File: config.mk
export PLATFORM = sky130hd
export DESIGN_NAME = mem_line_arbiter
export DESIGN_NICKNAME = d
export VERILOG_FILES = /design/src/rtl/mem_line_arbiter.sv
export SDC_FILE = /design/constraint.sdc
export NUM_CORES = 1
export LEC_CHECK = 0
export ABC_AREA = 1
export CAP_MARGIN = 20
export CORE_AREA = 2 2 151 153
export DETAILED_ROUTE_END_ITERATION = 8
export DIE_AREA = 0 0 153 155
export GPL_ROUTABILITY_DRIVEN = 0
export MAX_ROUTING_LAYER = met4
export PLACE_DENSITY = 0.71
export SLEW_MARGIN = 20
export SYNTH_ARGS = -nofsm -noshare
export SYNTH_HDL_FRONTEND = slang
export SYNTH_SLANG_ARGS = --single-unit
File: constraint.sdc
create_clock -name clk -period 2.7 [get_ports clk]
set_input_delay 0.81 -clock clk [delete_from_list [all_inputs] [get_ports clk]]
set_output_delay 0.81 -clock clk [all_outputs]
set_load 0.03 [all_outputs]
File: src/rtl/mem_line_arbiter.sv
// Round-robin arbiter sharing one line-fill memory read port between two cache refill requesters.
// Grant->mem_valid 1 cycle, mem_ready->req_ready 1 cycle, then one DONE cycle; requests simply wait while busy.
module mem_line_arbiter #(
    parameter int NUM_BLOCKS = 4,
    parameter int BLOCK_SIZE = 4,
    parameter int CNT_BITS   = 16
) (
    input  logic                    clk,
    input  logic                    resetn,
    input  logic [1:0]              req_valid,
    input  logic [31:0]             req_addr0,
    input  logic [31:0]             req_addr1,
    output logic [1:0]              req_ready,
    output logic [32*NUM_BLOCKS-1:0] req_rdata,
    output logic                    mem_valid,
    input  logic                    mem_ready,
    output logic [31:0]             mem_addr,
    input  logic [32*NUM_BLOCKS-1:0] mem_rdata,
    output logic [CNT_BITS-1:0]     grant_cnt0,
    output logic [CNT_BITS-1:0]     grant_cnt1,
    output logic                    busy
);

    localparam int          LINE_W    = 32 * NUM_BLOCKS;
    localparam int          OFFS_W    = $clog2(NUM_BLOCKS) + $clog2(BLOCK_SIZE);
    localparam logic [31:0] LINE_MASK = ~((32'd1 << OFFS_W) - 32'd1);

    typedef enum logic [1:0] {
        ST_IDLE = 2'd0,
        ST_BUSY = 2'd1,
        ST_DONE = 2'd2
    } state_t;

    state_t              state_q, state_d;
    logic                gnt_q, gnt_d;
    logic                last_grant_q, last_grant_d;
    logic                mem_valid_q, mem_valid_d;
    logic [31:0]         mem_addr_q, mem_addr_d;
    logic [1:0]          req_ready_q, req_ready_d;
    logic [LINE_W-1:0]   req_rdata_q, req_rdata_d;
    logic [CNT_BITS-1:0] grant_cnt0_q, grant_cnt0_d;
    logic [CNT_BITS-1:0] grant_cnt1_q, grant_cnt1_d;
    logic                win;
    logic [31:0]         win_addr;

    always_comb begin
        state_d      = state_q;
        gnt_d        = gnt_q;
        last_grant_d = last_grant_q;
        mem_valid_d  = mem_valid_q;
        mem_addr_d   = mem_addr_q;
        req_ready_d  = req_ready_q;
        req_rdata_d  = req_rdata_q;
        grant_cnt0_d = grant_cnt0_q;
        grant_cnt1_d = grant_cnt1_q;
        // On a tie the port that did not win last time goes first.
        win          = (req_valid == 2'b11) ? ~last_grant_q : req_valid[1];
        win_addr     = win ? req_addr1 : req_addr0;

        case (state_q)
            ST_IDLE: begin
                if (req_valid != 2'b00) begin
                    gnt_d        = win;
                    last_grant_d = win;
                    mem_valid_d  = 1'b1;
                    mem_addr_d   = win_addr & LINE_MASK;
                    state_d      = ST_BUSY;
                end
            end
            ST_BUSY: begin
                if (mem_ready) begin
                    mem_valid_d = 1'b0;
                    req_rdata_d = mem_rdata;
                    state_d     = ST_DONE;
                    // A requester that gave up still lets the memory beat drain, but earns no credit.
                    if (req_valid[gnt_q]) begin
                        req_ready_d[gnt_q] = 1'b1;
                        if (gnt_q) begin
                            grant_cnt1_d = grant_cnt1_q + CNT_BITS'(1);
                        end else begin
                            grant_cnt0_d = grant_cnt0_q + CNT_BITS'(1);
                        end
                    end
                end
            end
            ST_DONE: begin
                req_ready_d = 2'b00;
                state_d     = ST_IDLE;
            end
            default: begin
                state_d = ST_IDLE;
            end
        endcase
    end

    always_ff @(posedge clk) begin
        if (!resetn) begin
            state_q      <= ST_IDLE;
            gnt_q        <= 1'b0;
            last_grant_q <= 1'b1;
            mem_valid_q  <= 1'b0;
            mem_addr_q   <= '0;
            req_ready_q  <= 2'b00;
            req_rdata_q  <= '0;
            grant_cnt0_q <= '0;
            grant_cnt1_q <= '0;
        end else begin
            state_q      <= state_d;
            gnt_q        <= gnt_d;
            last_grant_q <= last_grant_d;
            mem_valid_q  <= mem_valid_d;
            mem_addr_q   <= mem_addr_d;
            req_ready_q  <= req_ready_d;
            req_rdata_q  <= req_rdata_d;
            grant_cnt0_q <= grant_cnt0_d;
            grant_cnt1_q <= grant_cnt1_d;
        end
    end

    assign req_ready  = req_ready_q;
    assign req_rdata  = req_rdata_q;
    assign mem_valid  = mem_valid_q;
    assign mem_addr   = mem_addr_q;
    assign grant_cnt0 = grant_cnt0_q;
    assign grant_cnt1 = grant_cnt1_q;
    assign busy       = (state_q != ST_IDLE);

endmodule

=== Word-level counts from Yosys, hierarchy flattened ===
Index checks and enable logic that the tools add are counted.

* Register bits after elaboration: 195
* Input bits: 197
* Output and inout port bits: 196
* Word-level logic and storage cells: 50

* Add/sub/neg operators: 2
* $lt $le $gt $ge: 2
* Equal/unequal tests: 6
* Mux-type cells: 15
* Bitwise logic cells: 3
* Reductions and logical operators: 13

{| class="wikitable"
|+ Operators by type and width
! kind !! number
|-
| 16-bit by 1-bit adder with 16-bit output (second input constant) || 2
|-
| 32-bit 2-to-1 mux || 1
|-
| 2-bit 2-to-1 mux || 4
|-
| 2-bit case mux with 2 select lines || 2
|-
| 4-bit AND reduction || 2
|-
| 2-bit nonzero test || 4
|-
| 1-bit 2-to-1 mux || 6
|-
| 2-bit != test (second input constant) || 3
|-
| 2-bit AND reduction || 3
|-
| 3-bit AND reduction || 2
|-
| 2-bit == test (second input constant) || 2
|-
| 2-bit by 1-bit == test with 1-bit output (second input constant) || 1
|-
| 2-bit zero test || 1
|-
| 1-bit by 2-bit less-than comparator with 1-bit output (second input constant) || 1
|-
| 1-bit NOT || 2
|-
| 2-bit OR || 1
|-
| 1-bit case mux with 2 select lines || 1
|-
| 1-bit demux with 1-bit select || 1
|-
| 1-bit greater-or-equal comparator (second input constant) || 1
|-
| 1-bit logical AND || 1
|}

=== Depth between registers and ports, before layout ===
* Word-level depth: 8
* Mapped depth: 9
* Depth with buffers taken out: 9

=== Least setup slack after synthesis ===
No wires, ideal clock.

* Path kind: input-to-reg
* Start: in req_valid[0]
* End: reg grant_cnt0_q[11], in the netlist grant_cnt0[11]
* Setup time: 125 ps
* Arrival: 1484 ps
* Required time: 2575 ps
* Setup slack: 1091 ps
* Stages: 7
* Cell sequence: inv_1 > nor2_1 > nand3_2 > nor2_1 > nand3_1 > nand2_1 > nor2_2

* Longest elaborated chain between the ends: 3

{| class="wikitable"
|+ RTL lines
! what !! line !! RTL
|-
| from (decl) || 10 || <nowiki>input logic [1:0] req_valid,</nowiki>
|-
| 1-bit 2-to-1 mux (implied by the code) (2 in series) || 76 || <nowiki>if (req_valid[gnt_q]) begin</nowiki>
|-
| 4-bit AND reduction (no source line) || -- ||
|-
| to (signal assigned) || 115 || <nowiki>grant_cnt0_q <= grant_cnt0_d;</nowiki>
|-
| to (decl) || 41 || <nowiki>logic [CNT_BITS-1:0] grant_cnt0_q, grant_cnt0_d;</nowiki>
|}

Every way passes these cells. The select of a mux whose other input is x is not followed.
A chain may end at the register's enable or synchronous reset.

=== Worst setup path in the final report ===
* Start: reg state_q[0]
* End: out busy

* Longest elaborated chain between the ends: 1

{| class="wikitable"
|+ RTL lines
! what !! line !! RTL
|-
| from (decl) || 34 || <nowiki>state_t state_q, state_d;</nowiki>
|-
| from (signal assigned) || 108 || <nowiki>state_q <= state_d;</nowiki>
|-
| 2-bit nonzero test || 126 || <nowiki>assign busy = (state_q != ST_IDLE);</nowiki>
|-
| to (decl) || 21 || <nowiki>output logic busy</nowiki>
|}

Every way passes these cells.

==> impl_metrics.toml <==
[drt]
totalWireLength_mm = 24.17
ant_nets = 0
first_pass_iters = 5
vias_per_cell = 4.685
avgRoutedWirePerCell_um = 14.66
drc_errors = 0
drt-initial-drc-count = 432
num_vias = 7725

[sta]
period_needed_ps = 2535
skew_ps = 13.02
fmax_mhz = 394.4
setup_tns_ps = 0
setup_violations = 0
rsz0062_at_grt = "false"
maxSlewHeadroom_pct = 66.53
worst_slew_pin_slew_ps = 500.5
period_share_pct = 93.90
hold_violations = 0
fin_ws_ps = 164.8
final-max-slew-violation-count = 0

[clocking]
cts_hold_buf = 0
clk_path_buf_depth = 2
tritoncts = "yes"
cts-resized-gates = 0
clockRootBuffer = "clkbuf_16"
clk_pin_slew_worst_paths_ps = 70
postCtsSetupBuffers = 0
cts_inserted_buffers = 17
cts.sinks = 195
cts_max_level = 4
insertion_delay_ps = 440

[hold_path]
holdPathStages = 2
min_to = "req_ready[1]"
min_from = "req_ready[1]"
holdCritPathClass = "reg -> reg"

[yosys]
syn_area_mm2 = 0.007482
ys_ff_latch = 195
ys_types = 29
netlist_instances = 1001
yosysWarnings = 0
avgSynthCellArea_um2 = 7.475
ys_seq_area_share_pct = 52.17

[power_and_ir_drop]
ir_drop_uv = 372.3
finalPower_w = 0.006895
powerDensity_mw_per_mm2 = 569.5
leakage_nw = 4.392

[critical_path]
crit_chain = "inv_2, nand2_1, clkdlybuf4s50_1"
crit_path_max_incr_delay_ps = 720
start_kind = "flip-flop"
critPathTopFamily = "buffers and inverters"
r2r_setup_slack_ps = 1170
cp-end-kind = "primary output"
worstPathArrival_ps = 1730
slowest_stage = "clkdlybuf4s50_1"
cp.required_ps = 1890
critPathBufInv = 2
reg2reg_depth = 8
cp_max_fo = 3
timing.rr.end = "grant_cnt1[10]"
r2r-start = "grant_cnt1[0]"
path_class = "reg -> out"

[place]
place_area_mm2 = 0.01153
io_buffers = 380
post-place-ws_ps = 307.9
hpwl_mm = 17.24

[layout]
finalNetCount = 1550
diodes = 0
drive_gt1_share_pct = 4.179
area_delta_synth_final_pct = 61.81
fin_area_mm2 = 0.01211

[floorplanning]
start_util_pct = 33.66
fp.dieH_um = 155
fp.dieW_um = 153
coreArea_mm2 = 0.02223
die_area_mm2 = 0.02372
rows = 55
ioPinCount = 393

[grt]
grt_pass1_vias = 7036
overflow = 0
grt_usage_pct = 20.06
grt_pass1_wl_mm = 37.09
antenna_found_initial = 0
grt_max_degree = 73

[run_status]
status = "complete, no violations"

[job]
maxCapViolCount = 0
[registers in the layout (all words and copies together) (netlist names)]
name / cells
grant_cnt1: 16
gnt_q: 1
req_ready: 2
req_rdata: 128
grant_cnt0: 16
state_q: 2
last_grant_q: 1
mem_valid: 1
mem_addr: 28
[cells in the final DEF, fill, tap and decap left out, types with 2 or more instances in the layout]
cell             count
nand2_1            381
clkdlybuf4s50_1    380
dfxtp_1            195
a21oi_1            145
nor2_1              51
inv_1               38
o21ai_0             37
a31oi_1             28
nand3_1             18
clkbuf_16           17
buf_12               8
nand4_1              7
buf_4                6
o21bai_1             5
nor3_1               5
conb_1               4
inv_6                4
nor2_4               3
nor2_2               3
xor2_1               3
and3_1               3
inv_8                3
clkinv_8             3
clkinv_2             2
ha_1                 2
clkinvlp_4           2
[layout make-up]
| type | count | area, µm² |
|---|---|---|
| sequential | 195 | 3904 |
| clock buffer | 18 | 429.2 |
| timing repair buffer | 394 | 4009 |
| fill | 2103 | 10120 |
| tap | 285 | 356.6 |
| inverter | 41 | 157.7 |
| multi-input combinational | 702 | 3104 |
| clock inverter | 14 | 146.4 |
[synthesized netlist by cell type]
master | instances | area (µm²)
nor3_1 | 5 | 25.02
nand2_1 | 381 | 1430
o21a_1 | 1 | 7.510
nand4_1 | 7 | 43.79
dfxtp_1 | 195 | 3904
buf_4 | 16 | 120.1
xor2_1 | 3 | 26.28
nor2_4 | 2 | 22.52
nor2_1 | 51 | 191.4
a31oi_1 | 28 | 175.2
nand2_2 | 1 | 6.260
inv_1 | 39 | 146.4
buf_2 | 23 | 115.1
and3_1 | 3 | 18.77
o21bai_1 | 5 | 37.54
inv_2 | 2 | 7.510
nand3_1 | 18 | 90.09
buf_1 | 2 | 7.510
nor2_2 | 4 | 25.02
ha_1 | 2 | 25.02
a211oi_1 | 1 | 7.510
xnor2_1 | 1 | 8.760
clkbuf_1 | 25 | 93.84
nand3_4 | 1 | 17.52
conb_1 | 1 | 3.750
nand3_2 | 1 | 10.01
o21ai_1 | 1 | 5.000
o21ai_0 | 37 | 185.2
a21oi_1 | 145 | 725.7
[kinds of logic (layout without fill, tap and decap cells)]
family,count (synthesis),count (layout),synth area share [%]
fa+ha+maj,2,2,0.3344
compound gates,218,218,15.28
simple gates,474,474,25.13
xor+xnor,4,4,0.4683
other cells,1,4,0.05012
flops,195,195,52.17
buf+inv,107,467,6.555
[through the flow]
step / utilization (%) / hold WS (ps) / cells
after global routing: 54.47 / 476.4 / 1649
after CTS: 54.47 / 461.3 / 1649
final: 54.47 / 456.0 / 1649
after global placement: 51.88 / 442.3 / 1617
after detailed placement: 51.88 / 447.9 / 1617
after floorplan: - / 428.7 / 1004
[per-layer routing]
layer / part of all wire, % / GRT usage, % / up-vias / wire, µm
li1: - / - / 3923 / -
met1: 42 / 23.53 / 3465 / 10140
met2: 48 / 32.61 / 288 / 11650
met3: 6.4 / 5.320 / 49 / 1551
met4: 3.4 / 8.686 / 0 / 830
met5: 0 / - / - / 0
[worst register-to-register path, stage by stage (launching register included)]
cell and delay (ps):
dfxtp_1 420, ha_1 210, nand2_1 80, nor2_1 150, nand2_1 110, nor2_4 180, nand2_1 90, o21bai_1 150
nor2_1 50
[report_power, final]
part           leakage (nW)  total [W]  internal (W)  switching (W)
sequential             1.59    0.00310       0.00302      0.0000760
clock                 0.276    0.00249       0.00123        0.00126
combinational          2.53    0.00131      0.000611       0.000697
[how the worst max path moves through the flow]
stage | from | end | cells past startpoint
4_1_cts | state_q[0] | busy | 3
3_3_place_gp | mem_ready | grant_cnt0[13] | 8
3_5_place_dp | mem_ready | grant_cnt0[13] | 8
6_report | state_q[0] | busy | 3
5_1_grt | state_q[1] | busy | 3
2_1_floorplan | req_valid[0] | grant_cnt0[11] | 7
No activity file was read; power rests on OpenSTA's default activity.
